## src/rtl/pcpi_pkg.sv

```systemverilog
// rtl/pcpi_pkg.sv - shared PCPI types, decode constants and arbiter state encoding
package pcpi_pkg;

   localparam logic [6:0] OPCODE_OP     = 7'b0110011;
   localparam logic [6:0] FUNCT7_MULDIV = 7'b0000001;

   typedef enum logic [1:0] {
      IDLE = 2'd0,
      BUSY = 2'd1,
      RESP = 2'd2
   } arb_state_t;

   typedef struct packed {
      logic        valid;
      logic [31:0] insn;
      logic [31:0] rs1;
      logic [31:0] rs2;
   } pcpi_req_t;

   typedef struct packed {
      logic        wr;
      logic [31:0] rd;
      logic        pwait;
      logic        ready;
   } pcpi_rsp_t;

   // MUL/MULH/MULHSU/MULHU only; funct3[2] set means DIV/REM, which is not ours.
   function automatic logic is_mul(input logic valid, input logic [31:0] insn);
      return valid && (insn[6:0] == OPCODE_OP) && (insn[31:25] == FUNCT7_MULDIV) && !insn[14];
   endfunction

endpackage

```

## src/rtl/pcpi_rr_arb2.sv

```systemverilog
// rtl/pcpi_rr_arb2.sv - two-way round-robin / fixed-priority picker
module pcpi_rr_arb2 (
   input  logic [1:0] req,
   input  logic       last_grant,
   input  logic       mode,
   output logic       grant,
   output logic       any
);

   always_comb begin
      any = |req;
      case (req)
         2'b10:   grant = 1'b1;
         2'b11:   grant = mode ? ~last_grant : 1'b0;
         default: grant = 1'b0;
      endcase
   end

endmodule

```

## src/rtl/pcpi_mul_arbiter.sv

```systemverilog
// rtl/pcpi_mul_arbiter.sv - shares one PCPI multiply coprocessor between two requester ports
module pcpi_mul_arbiter
   import pcpi_pkg::*;
#(
   parameter bit ROUND_ROBIN = 1'b1,
   parameter int TIMEOUT     = 16
) (
   input  logic        clk,
   input  logic        resetn,
   input  logic        p0_pcpi_valid,
   input  logic [31:0] p0_pcpi_insn,
   input  logic [31:0] p0_pcpi_rs1,
   input  logic [31:0] p0_pcpi_rs2,
   output logic        p0_pcpi_wr,
   output logic [31:0] p0_pcpi_rd,
   output logic        p0_pcpi_wait,
   output logic        p0_pcpi_ready,
   input  logic        p1_pcpi_valid,
   input  logic [31:0] p1_pcpi_insn,
   input  logic [31:0] p1_pcpi_rs1,
   input  logic [31:0] p1_pcpi_rs2,
   output logic        p1_pcpi_wr,
   output logic [31:0] p1_pcpi_rd,
   output logic        p1_pcpi_wait,
   output logic        p1_pcpi_ready,
   output logic        m_pcpi_valid,
   output logic [31:0] m_pcpi_insn,
   output logic [31:0] m_pcpi_rs1,
   output logic [31:0] m_pcpi_rs2,
   input  logic        m_pcpi_wr,
   input  logic [31:0] m_pcpi_rd,
   input  logic        m_pcpi_wait,
   input  logic        m_pcpi_ready,
   output logic        grant_owner,
   output logic        timeout_err
);

   localparam logic [7:0] TO_LAST = 8'(TIMEOUT - 1);

   pcpi_req_t [1:0] req_in;
   pcpi_rsp_t [1:0] rsp_q, rsp_d;
   arb_state_t      state_q, state_d;
   logic            owner_q, owner_d, last_q, last_d;
   logic [1:0]      blocked_q, blocked_d, match, req;
   logic [7:0]      cnt_q, cnt_d;
   logic            m_valid_q, m_valid_d, timeout_q, timeout_d;
   logic [31:0]     m_insn_q, m_insn_d, m_rs1_q, m_rs1_d, m_rs2_q, m_rs2_d;
   logic            pick, pick_any, release_now;

   assign req_in[0] = '{valid: p0_pcpi_valid, insn: p0_pcpi_insn, rs1: p0_pcpi_rs1, rs2: p0_pcpi_rs2};
   assign req_in[1] = '{valid: p1_pcpi_valid, insn: p1_pcpi_insn, rs1: p1_pcpi_rs1, rs2: p1_pcpi_rs2};

   always_comb begin
      for (int n = 0; n < 2; n++) begin
         match[n] = is_mul(req_in[n].valid, req_in[n].insn);
      end
      req = match & ~blocked_q;
   end

   pcpi_rr_arb2 u_arb (
      .req        (req),
      .last_grant (last_q),
      .mode       (ROUND_ROBIN),
      .grant      (pick),
      .any        (pick_any)
   );

   always_comb begin
      state_d     = state_q;
      owner_d     = owner_q;
      last_d      = last_q;
      cnt_d       = cnt_q;
      m_valid_d   = 1'b0;
      m_insn_d    = m_insn_q;
      m_rs1_d     = m_rs1_q;
      m_rs2_d     = m_rs2_q;
      timeout_d   = 1'b0;
      release_now = 1'b0;
      // A port's abort lock lasts until its core withdraws the request.
      blocked_d   = blocked_q & {p1_pcpi_valid, p0_pcpi_valid};
      for (int n = 0; n < 2; n++) begin
         rsp_d[n].rd    = rsp_q[n].rd;
         rsp_d[n].wr    = 1'b0;
         rsp_d[n].ready = 1'b0;
         rsp_d[n].pwait = 1'b0;
      end

      case (state_q)
         IDLE: begin
            if (pick_any) begin
               owner_d   = pick;
               last_d    = pick;
               cnt_d     = 8'd0;
               m_valid_d = 1'b1;
               m_insn_d  = req_in[pick].insn;
               m_rs1_d   = req_in[pick].rs1;
               m_rs2_d   = req_in[pick].rs2;
               state_d   = BUSY;
            end
         end
         BUSY: begin
            m_valid_d = 1'b1;
            if (m_pcpi_ready) begin
               release_now           = 1'b1;
               rsp_d[owner_q].rd     = m_pcpi_rd;
               rsp_d[owner_q].wr     = m_pcpi_wr;
               rsp_d[owner_q].ready  = 1'b1;
               m_valid_d             = 1'b0;
               state_d               = RESP;
            end else if (m_pcpi_wait) begin
               cnt_d = 8'd0;
            end else if (cnt_q == TO_LAST) begin
               release_now         = 1'b1;
               blocked_d[owner_q]  = 1'b1;
               timeout_d           = 1'b1;
               m_valid_d           = 1'b0;
               state_d             = RESP;
            end else begin
               cnt_d = cnt_q + 8'd1;
            end
         end
         RESP: begin
            state_d = IDLE;
         end
         default: begin
            state_d = IDLE;
         end
      endcase

      // The owner stops waiting on the cycle its result (or abort) is presented.
      for (int n = 0; n < 2; n++) begin
         rsp_d[n].pwait = req[n] && !((owner_q == 1'(n)) && (release_now || state_q == RESP));
      end
   end

   always_ff @(posedge clk or negedge resetn) begin
      if (!resetn) begin
         state_q   <= IDLE;
         owner_q   <= 1'b0;
         last_q    <= 1'b1;
         blocked_q <= 2'b00;
         cnt_q     <= 8'd0;
         m_valid_q <= 1'b0;
         m_insn_q  <= 32'd0;
         m_rs1_q   <= 32'd0;
         m_rs2_q   <= 32'd0;
         timeout_q <= 1'b0;
         rsp_q     <= '0;
      end else begin
         state_q   <= state_d;
         owner_q   <= owner_d;
         last_q    <= last_d;
         blocked_q <= blocked_d;
         cnt_q     <= cnt_d;
         m_valid_q <= m_valid_d;
         m_insn_q  <= m_insn_d;
         m_rs1_q   <= m_rs1_d;
         m_rs2_q   <= m_rs2_d;
         timeout_q <= timeout_d;
         rsp_q     <= rsp_d;
      end
   end

   assign p0_pcpi_wr    = rsp_q[0].wr;
   assign p0_pcpi_rd    = rsp_q[0].rd;
   assign p0_pcpi_wait  = rsp_q[0].pwait;
   assign p0_pcpi_ready = rsp_q[0].ready;
   assign p1_pcpi_wr    = rsp_q[1].wr;
   assign p1_pcpi_rd    = rsp_q[1].rd;
   assign p1_pcpi_wait  = rsp_q[1].pwait;
   assign p1_pcpi_ready = rsp_q[1].ready;
   assign m_pcpi_valid  = m_valid_q;
   assign m_pcpi_insn   = m_insn_q;
   assign m_pcpi_rs1    = m_rs1_q;
   assign m_pcpi_rs2    = m_rs2_q;
   assign grant_owner   = owner_q;
   assign timeout_err   = timeout_q;

endmodule

```

## config.mk

```make
export PLATFORM = sky130hd
export DESIGN_NAME = pcpi_mul_arbiter
export DESIGN_NICKNAME = d
export VERILOG_FILES = /design/src/rtl/pcpi_pkg.sv /design/src/rtl/pcpi_rr_arb2.sv /design/src/rtl/pcpi_mul_arbiter.sv
export SDC_FILE = /design/constraint.sdc
export NUM_CORES = 1
export LEC_CHECK = 0
export ABC_CLOCK_PERIOD_IN_PS = 3100
export CAP_MARGIN = 20
export CELL_PAD_IN_SITES_DETAIL_PLACEMENT = 1
export CELL_PAD_IN_SITES_GLOBAL_PLACEMENT = 2
export CORE_UTILIZATION = 23
export CTS_CLUSTER_SIZE = 16
export DETAILED_ROUTE_END_ITERATION = 16
export PLACE_DENSITY_LB_ADDON = 0.08
export SLEW_MARGIN = 20
export SYNTH_ARGS = -nofsm -noshare
export SYNTH_HDL_FRONTEND = slang
export SYNTH_SLANG_ARGS = --single-unit
```

## constraint.sdc

```tcl
create_clock -name clk -period 3.1 [get_ports clk]
set_clock_uncertainty 0.1 [all_clocks]
set_input_delay 0.62 -clock clk [delete_from_list [all_inputs] [get_ports clk]]
set_output_delay 0.62 -clock clk [all_outputs]
set_load 0.005 [all_outputs]
```

==> key figures, run 1 <==
Timing
  • FMAX: approximately 0.35 GHz
  • Final hold vios: 0
  • WHS: 0.09260 ns
  • Finish-stage setup viols: 0
  • Final worst slack: 0.2665 ns
  • Tmin final: around 2.8 ns
  • Final period util: approximately nine tenths
  • Max Slew Vio Count: 0
  • Worst Tran Pin Value: slightly above 0.7 ns
  • RSZ-0062 raised after global routing: no
  • Relative slew margins: 51.11%

Critical path
  • Crit. End Element: register
  • Slowest stage cell, crit path: nor4_1
  • Critical path data required time: about 3.3 ns
  • Worst-path maximum fanout: 11
  • CP Launch Type: input port
  • Critical path cell sequence: clkdlybuf4s50_1, nor4_1, buf_4, and3b_1, o311ai_4, buf_4, buf_12, mux2i_1, a21oi_1
  • Critical Path AT: ~3.1 ns
  • R2r worst-path depth: 7
  • Max incr delay on CP: approximately 0.63 ns
  • Setup CP Type: in2reg
  • Most used cell along the critical path: buf_4

Status
  • Outcome: finished clean

Logic synthesis
  • Yosys top cell by area: dfrtp_1
  • Top-area cell type share of the netlist area: 59.27%
  • Most common cell in the synthesized netlist: dfrtp_1
  • Async SR Flop Fraction: 100.0%
  • Avg Cell Area, Syn: approximately 11 sq um
  • Post-synth top cells: dfrtp_1 (181), nand2_1 (102), nor2_1 (86)
  • Post-Synthesis Cells: slightly below 700
  • Synthesized flop and latch total: around 180
  • Mapped Nets: between 900 and 1k
  • Seq/Total Area, Yosys: about three fifths
  • Synthesis Warnings: 0
  • Post-synth EDFFs: 0
  • Synthesized area: roughly 0.0076 sq mm
  • Top_reg_cell synth: dfrtp_1
  • Post-synth cell types: 43
  • Largest cells by area after synthesis: dfrtp_1 (59%), mux2i_1 (11%), a21oi_1 (5.6%), nand2_1 (5.0%), mux2_2 (4.9%)

Job
  • Max Cap Violations: 0

Clocking
  • Skew-Pair Late Insertion Delay: 0.44 ns
  • H-tree depth: 4
  • Clock Pin Slew Worst Setup and Hold Paths: 0.07 ns
  • CTS Root Cell: clkbuf_16
  • Post-CTS Setup Inserts: 0
  • CTS tree: yes
  • Num CTS Buffers: 17
  • TritonCTS Sinks: between 150 and 200
  • Post_cts resized: 0
  • CTS max path bufs: 2
  • Cts hold-fix bufs: 0

Global route
  • Largest net degree at the start of global routing: 75
  • Vias in the first global route: approximately 7k
  • First-pass GRT wire length: between 40,000 and 50,000 microns
  • GRT overflow: 0
  • Initial antenna violation count: 2
  • Tot GR Track Use: approximately 18%

Layout
  • Final nets: 1,353
  • Area growth syn-to-layout: 71.61%
  • Fillcell total: 3,609
  • Share of layout cells above drive strength 1: 10.93%

Place
  • Routability cong.: ~0.72
  • DP Worst Slack: -0.1700 ns
  • Port Buf Inserts: between 300 and 400
  • Post-DP HPWL: about 23,000 microns

Power and ir drop
  • Maximum VDD drop: between 300 and 400 uV
  • Net switching power: 0.001145 W
  • Lkg Pwr: 6.303 nW
  • Clk network pwr share: 43.4%
  • Switching share of power: between 20 and 25%
  • Cell-internal power: ~0.0040 W
  • Power per cell area: 391.9 mW/mm^2
  • Sequential power share: around 47%
  • Comb pwr share: roughly a tenth

Detailed routing
  • DR pass1 iterations: 4
  • Final wirelength: slightly below 30,000 microns
  • DRC: 0
  • Via count: approximately 6.7k
  • Final ANT Viol Nets: 0
  • Vias per Instance: about 4.3
  • Iteration-0 DRC Markers: around 190
  • Routed WL per cell: 18.77 microns

Worst hold path
  • Worst Hold Class: in2async

Die
  • Die Width: approximately 180 microns
  • Starting Density: roughly a quarter
  • Row cnt: 66
  • Die Height: ~180 microns
  • Ports: 400
  • CORE AREA: around 0.033 sq mm
  • Die area: approximately 0.034 sq mm
-- routing by layer --
metal | GRT usage (%) | wire length (microns) | up-vias
li1 | - | - | 3210
met1 | 20.60 | 12040 | 3270
met5 | 0 | 13 | -
met4 | 5.600 | 478 | 2
met2 | 29.88 | 14430 | 238
met3 | 6.441 | 2639 | 29
-- cell families after synthesis --
group | after synthesis | synth area share (%)
and+or+nand+nor | 240 | 13.70
xor gates and xnor gates | 1 | 0.1146
buffers and inverters | 48 | 3.045
AOI/OAI and AO/OA | 104 | 7.630
DFF | 182 | 59.61
adders and majority gates | 1 | 0.1637
muxes | 116 | 15.73
-- critical path, delay by kind of cell --
kind | cells | cell delay [ns]
compound gates | 2 | 0.26
mux | 1 | 0.23
simple gates | 2 | 0.89
buf+inv | 4 | 1.04
-- cells in the final DEF, fill, tap and decap left out, drive strengths merged, types with 2 or more instances in the layout --
cell / netlist / layout
clkdlybuf4s50: 0 / 398
dfrtp: 181 / 181
nand2: 102 / 102
nor2: 86 / 86
a21oi: 85 / 85
mux2i: 83 / 83
buf: 27 / 48
mux2: 33 / 33
clkbuf: 10 / 22
nor2b: 13 / 13
inv: 10 / 10
o21ai: 6 / 6
or2: 6 / 6
nand3: 5 / 5
clkinvlp: 0 / 5
clkinv: 1 / 5
a31oi: 4 / 4
nor3: 4 / 4
or3: 3 / 3
nor4: 3 / 3
nand3b: 3 / 3
and2: 3 / 3
nand4: 2 / 2
nor4b: 2 / 2
a22o: 2 / 2
bufinv: 0 / 2
o311ai: 2 / 2
-- metrics by stage --
stage	TNS [ns]	total power [W]	cells	util, %	cell area [sq um]
floorplan	0	0.002519	692	-	7642
global placement	-8.014	0.002966	1544	38.37	12520
detailed placement	-8.395	0.002964	1544	38.37	12520
CTS	0	0.005239	1576	40.20	13110
global route	0	0.005354	1577	40.21	13120
finish	0	0.005140	1577	40.21	13120
-- power by group through the flow --
stage                     clock [W]  sequential, W  combinational, W
after CTS                   0.00232        0.00241          0.000511
after global placement            0        0.00246          0.000510
final                       0.00223        0.00241          0.000498
after detailed placement          0        0.00246          0.000507
after global routing        0.00240        0.00241          0.000539
after floorplan                   0        0.00246         0.0000607
-- worst paths after layout --
path	start	to	slack [ns]
max in group asynchronous	resetn	last_q	1.99
worst min-delay path	resetn	m_pcpi_insn[14]	0.09
worst max-delay path	p1_pcpi_insn[29]	m_pcpi_rs2[19]	0.27
worst max register to register	blocked_q[1]	m_pcpi_rs2[28]	0.65
worst min register to register	m_pcpi_insn[0]	m_pcpi_insn[0]	0.37
min in group clk	m_pcpi_insn[0]	m_pcpi_insn[0]	0.37
-- area by class of cell --
type	instances	area, sq um	area share, %
Antenna cell	1	2.502	0.01908
Clock buffer	21	470.5	3.587
Clock inverter	11	125.1	0.9540
Inverter	11	41.29	0.3148
Multi-Input combinational cell	462	2872	21.89
Sequential cell	182	4556	34.74
Tap cell	442	553.0	4.217
Timing Repair Buffer	447	4496	34.28
No activity file was read; power rests on OpenSTA's default activity.
==> run 2, diff against run 1 <==
--- a/config.mk
+++ b/config.mk
@@ -9,6 +9,7 @@
 export CAP_MARGIN = 20
 export CELL_PAD_IN_SITES_DETAIL_PLACEMENT = 1
 export CELL_PAD_IN_SITES_GLOBAL_PLACEMENT = 2
+export CORE_MARGIN = 4
 export CORE_UTILIZATION = 23
 export CTS_CLUSTER_SIZE = 16
 export DETAILED_ROUTE_END_ITERATION = 16
==> run 2 against run 1 <==
Critical path depth did not move; fmax is 2.5% higher; design area increased by 0.33%; setup slack improved by 0.068 ns; flip-flop and latch count did not move; critical endpoint is now m_pcpi_insn[19].
==> key figures, run 2 (synthesis gave the netlist of run 1 again) <==
Critical path
  • R2R Path Start: blocked_q[0]
  • Setup CP Type: in2reg
  • Reg2Reg Setup Slack: 0.73 ns
  • CP Launch Type: input port
  • Worst-path maximum fanout: 13
  • Crit. End Element: register
  • Critical path startpoint: p1_pcpi_insn[28]
  • R2r worst-path depth: 7
  • Critical Path AT: about 3 ns
  • Critical path data required time: approximately 3.3 ns
  • R2r endpoint: m_pcpi_rs2[29]

Timing
  • Final period util: between 80% and 90%
  • FMAX: between 0.3 and 0.4 GHz
  • Relative slew margins: 56.20%
  • Final TNS setup: 0 ns
  • Final worst slack: between 0.3 and 0.4 ns
  • RSZ-0062 raised after global routing: no
  • Tmin final: 2.765 ns
  • Worst Tran Pin Value: 0.6545 ns
  • Final hold vios: 0
  • Finish-stage setup viols: 0
  • Max Slew Vio Count: 0

Layout
  • Most common cell after layout, fill and taps aside: clkdlybuf4s50_1
  • Final nets: between 1k and 1.5k
  • Final core utilization: about two fifths
  • Most frequent cells in the layout: clkdlybuf4s50_1 (398), dfrtp_1 (181), nand2_1 (102)
  • Share of layout cells above drive strength 1: a little over a tenth
  • Final cell count without fillers: roughly 1.6k
  • Area growth syn-to-layout: 72.18%

Global route
  • Initial antenna violation count: 3
  • GRT overflow: 0
  • Tot GR Track Use: 16.62%
  • Vias in the first global route: between 7k and 8k
  • Largest net degree at the start of global routing: 64
  • First-pass GRT wire length: approximately 46,000 microns

Die
  • Die Height: 190.3 microns
  • Starting Density: 23.43%
  • Ports: 400
  • Row cnt: 66
  • Die area: 0.03621 sq mm
  • CORE AREA: 0.03262 sq mm
  • Die Width: around 190 microns

Detailed routing
  • Final wirelength: ~31,000 microns
  • Vias per Instance: between 4 and 5
  • Via count: 6,756
  • Routed WL per cell: roughly 19 microns
  • Iteration-0 DRC Markers: 263
  • DRC: 0
  • DR pass1 iterations: 4
  • Final ANT Viol Nets: 0

Clocking
  • Cts hold-fix bufs: 0
  • Post_cts resized: 0
  • CTS max path bufs: 2
  • Post-CTS Setup Inserts: 0
  • Num CTS Buffers: 17
  • CTS tree: yes
  • TritonCTS Sinks: between 150 and 200
  • Skew-Pair Late Insertion Delay: roughly 0.43 ns
  • CTS Root Cell: clkbuf_16
  • H-tree depth: 4
  • Clock Pin Slew Worst Setup and Hold Paths: ~0.070 ns

Power and ir drop
  • Maximum VDD drop: about 280 uV
  • Total power: 0.005158 W
  • Power per cell area: slightly below 400 mW/mm^2
  • Lkg Pwr: 6.329 nW

Job
  • Max Cap Violations: 0

Place
  • Placed Instances: about 1.5k
  • DP Worst Slack: -0.1257 ns
  • Routability cong.: ~0.72
  • Post-DP HPWL: approximately 24,000 microns
  • Port Buf Inserts: 399

Status
  • Outcome: finished clean

Worst hold path
  • Worst Hold Class: in2async
-- run 2: changes by cell type in the layout (fill, tap and decap cells not counted), moves of 2 or more --
cell	delta
clkinvlp_4	-3
buf_12	+6
buf_4	-9
inv_6	+6
clkbuf_8	-2
-- run 2: worst max-delay path by stage --
| stage | to | slack, ns | cells after the start |
|---|---|---|---|
| after global routing | m_pcpi_insn[23] | 0.24 | 9 |
| after CTS | m_pcpi_insn[19] | 0.32 | 9 |
| after global placement | m_pcpi_rs2[22] | -0.11 | 9 |
| final | m_pcpi_insn[19] | 0.33 | 9 |
| after floorplan | m_pcpi_insn[10] | 0.60 | 7 |
| after detailed placement | m_pcpi_insn[19] | -0.13 | 9 |
-- run 2: critical path, stage by stage --
cell	delay [ns]
clkdlybuf4s50_1	0.45
nor4_1	0.52
buf_4	0.21
and3b_1	0.26
o311ai_4	0.15
buf_12	0.19
buf_4	0.16
mux2i_1	0.28
a21oi_1	0.12
-- run 2: power by group --
part | total (W) | switching (W) | internal (W)
combinational | 0.000494 | 0.000151 | 0.000342
sequential | 0.00241 | 0.0000129 | 0.00240
clock | 0.00225 | 0.00103 | 0.00122
total | 0.00516 | 0.00119 | 0.00396
-- run 2: area by class of cell --
cell class,instances,area [sq um]
fill,3560,19460
timing repair buffer,444,4548
clock inverter,12,141.4
clock buffer,19,442.9
multi-input combinational,462,2872
antenna,2,5.005
inverter,11,41.29
tap,442,553.0
sequential,182,4556
-- run 2: stage by stage --
step	instance area [sq um]	hold WS, ns
floorplan	7642	0.2244
global placement	12570	0.3511
detailed placement	12570	0.3630
CTS	13150	0.1064
global route	13160	0.1231
finish	13160	0.06357
-- run 2: per-layer routing --
layer / vias up / global-route usage, % / share of wire (%)
met1: 3297 / 20.84 / 43
met5: - / 0 / 0.036
met4: 2 / 4.475 / 1.5
met3: 20 / 6.097 / 8.0
li1: 3202 / - / -
met2: 235 / 27.18 / 47
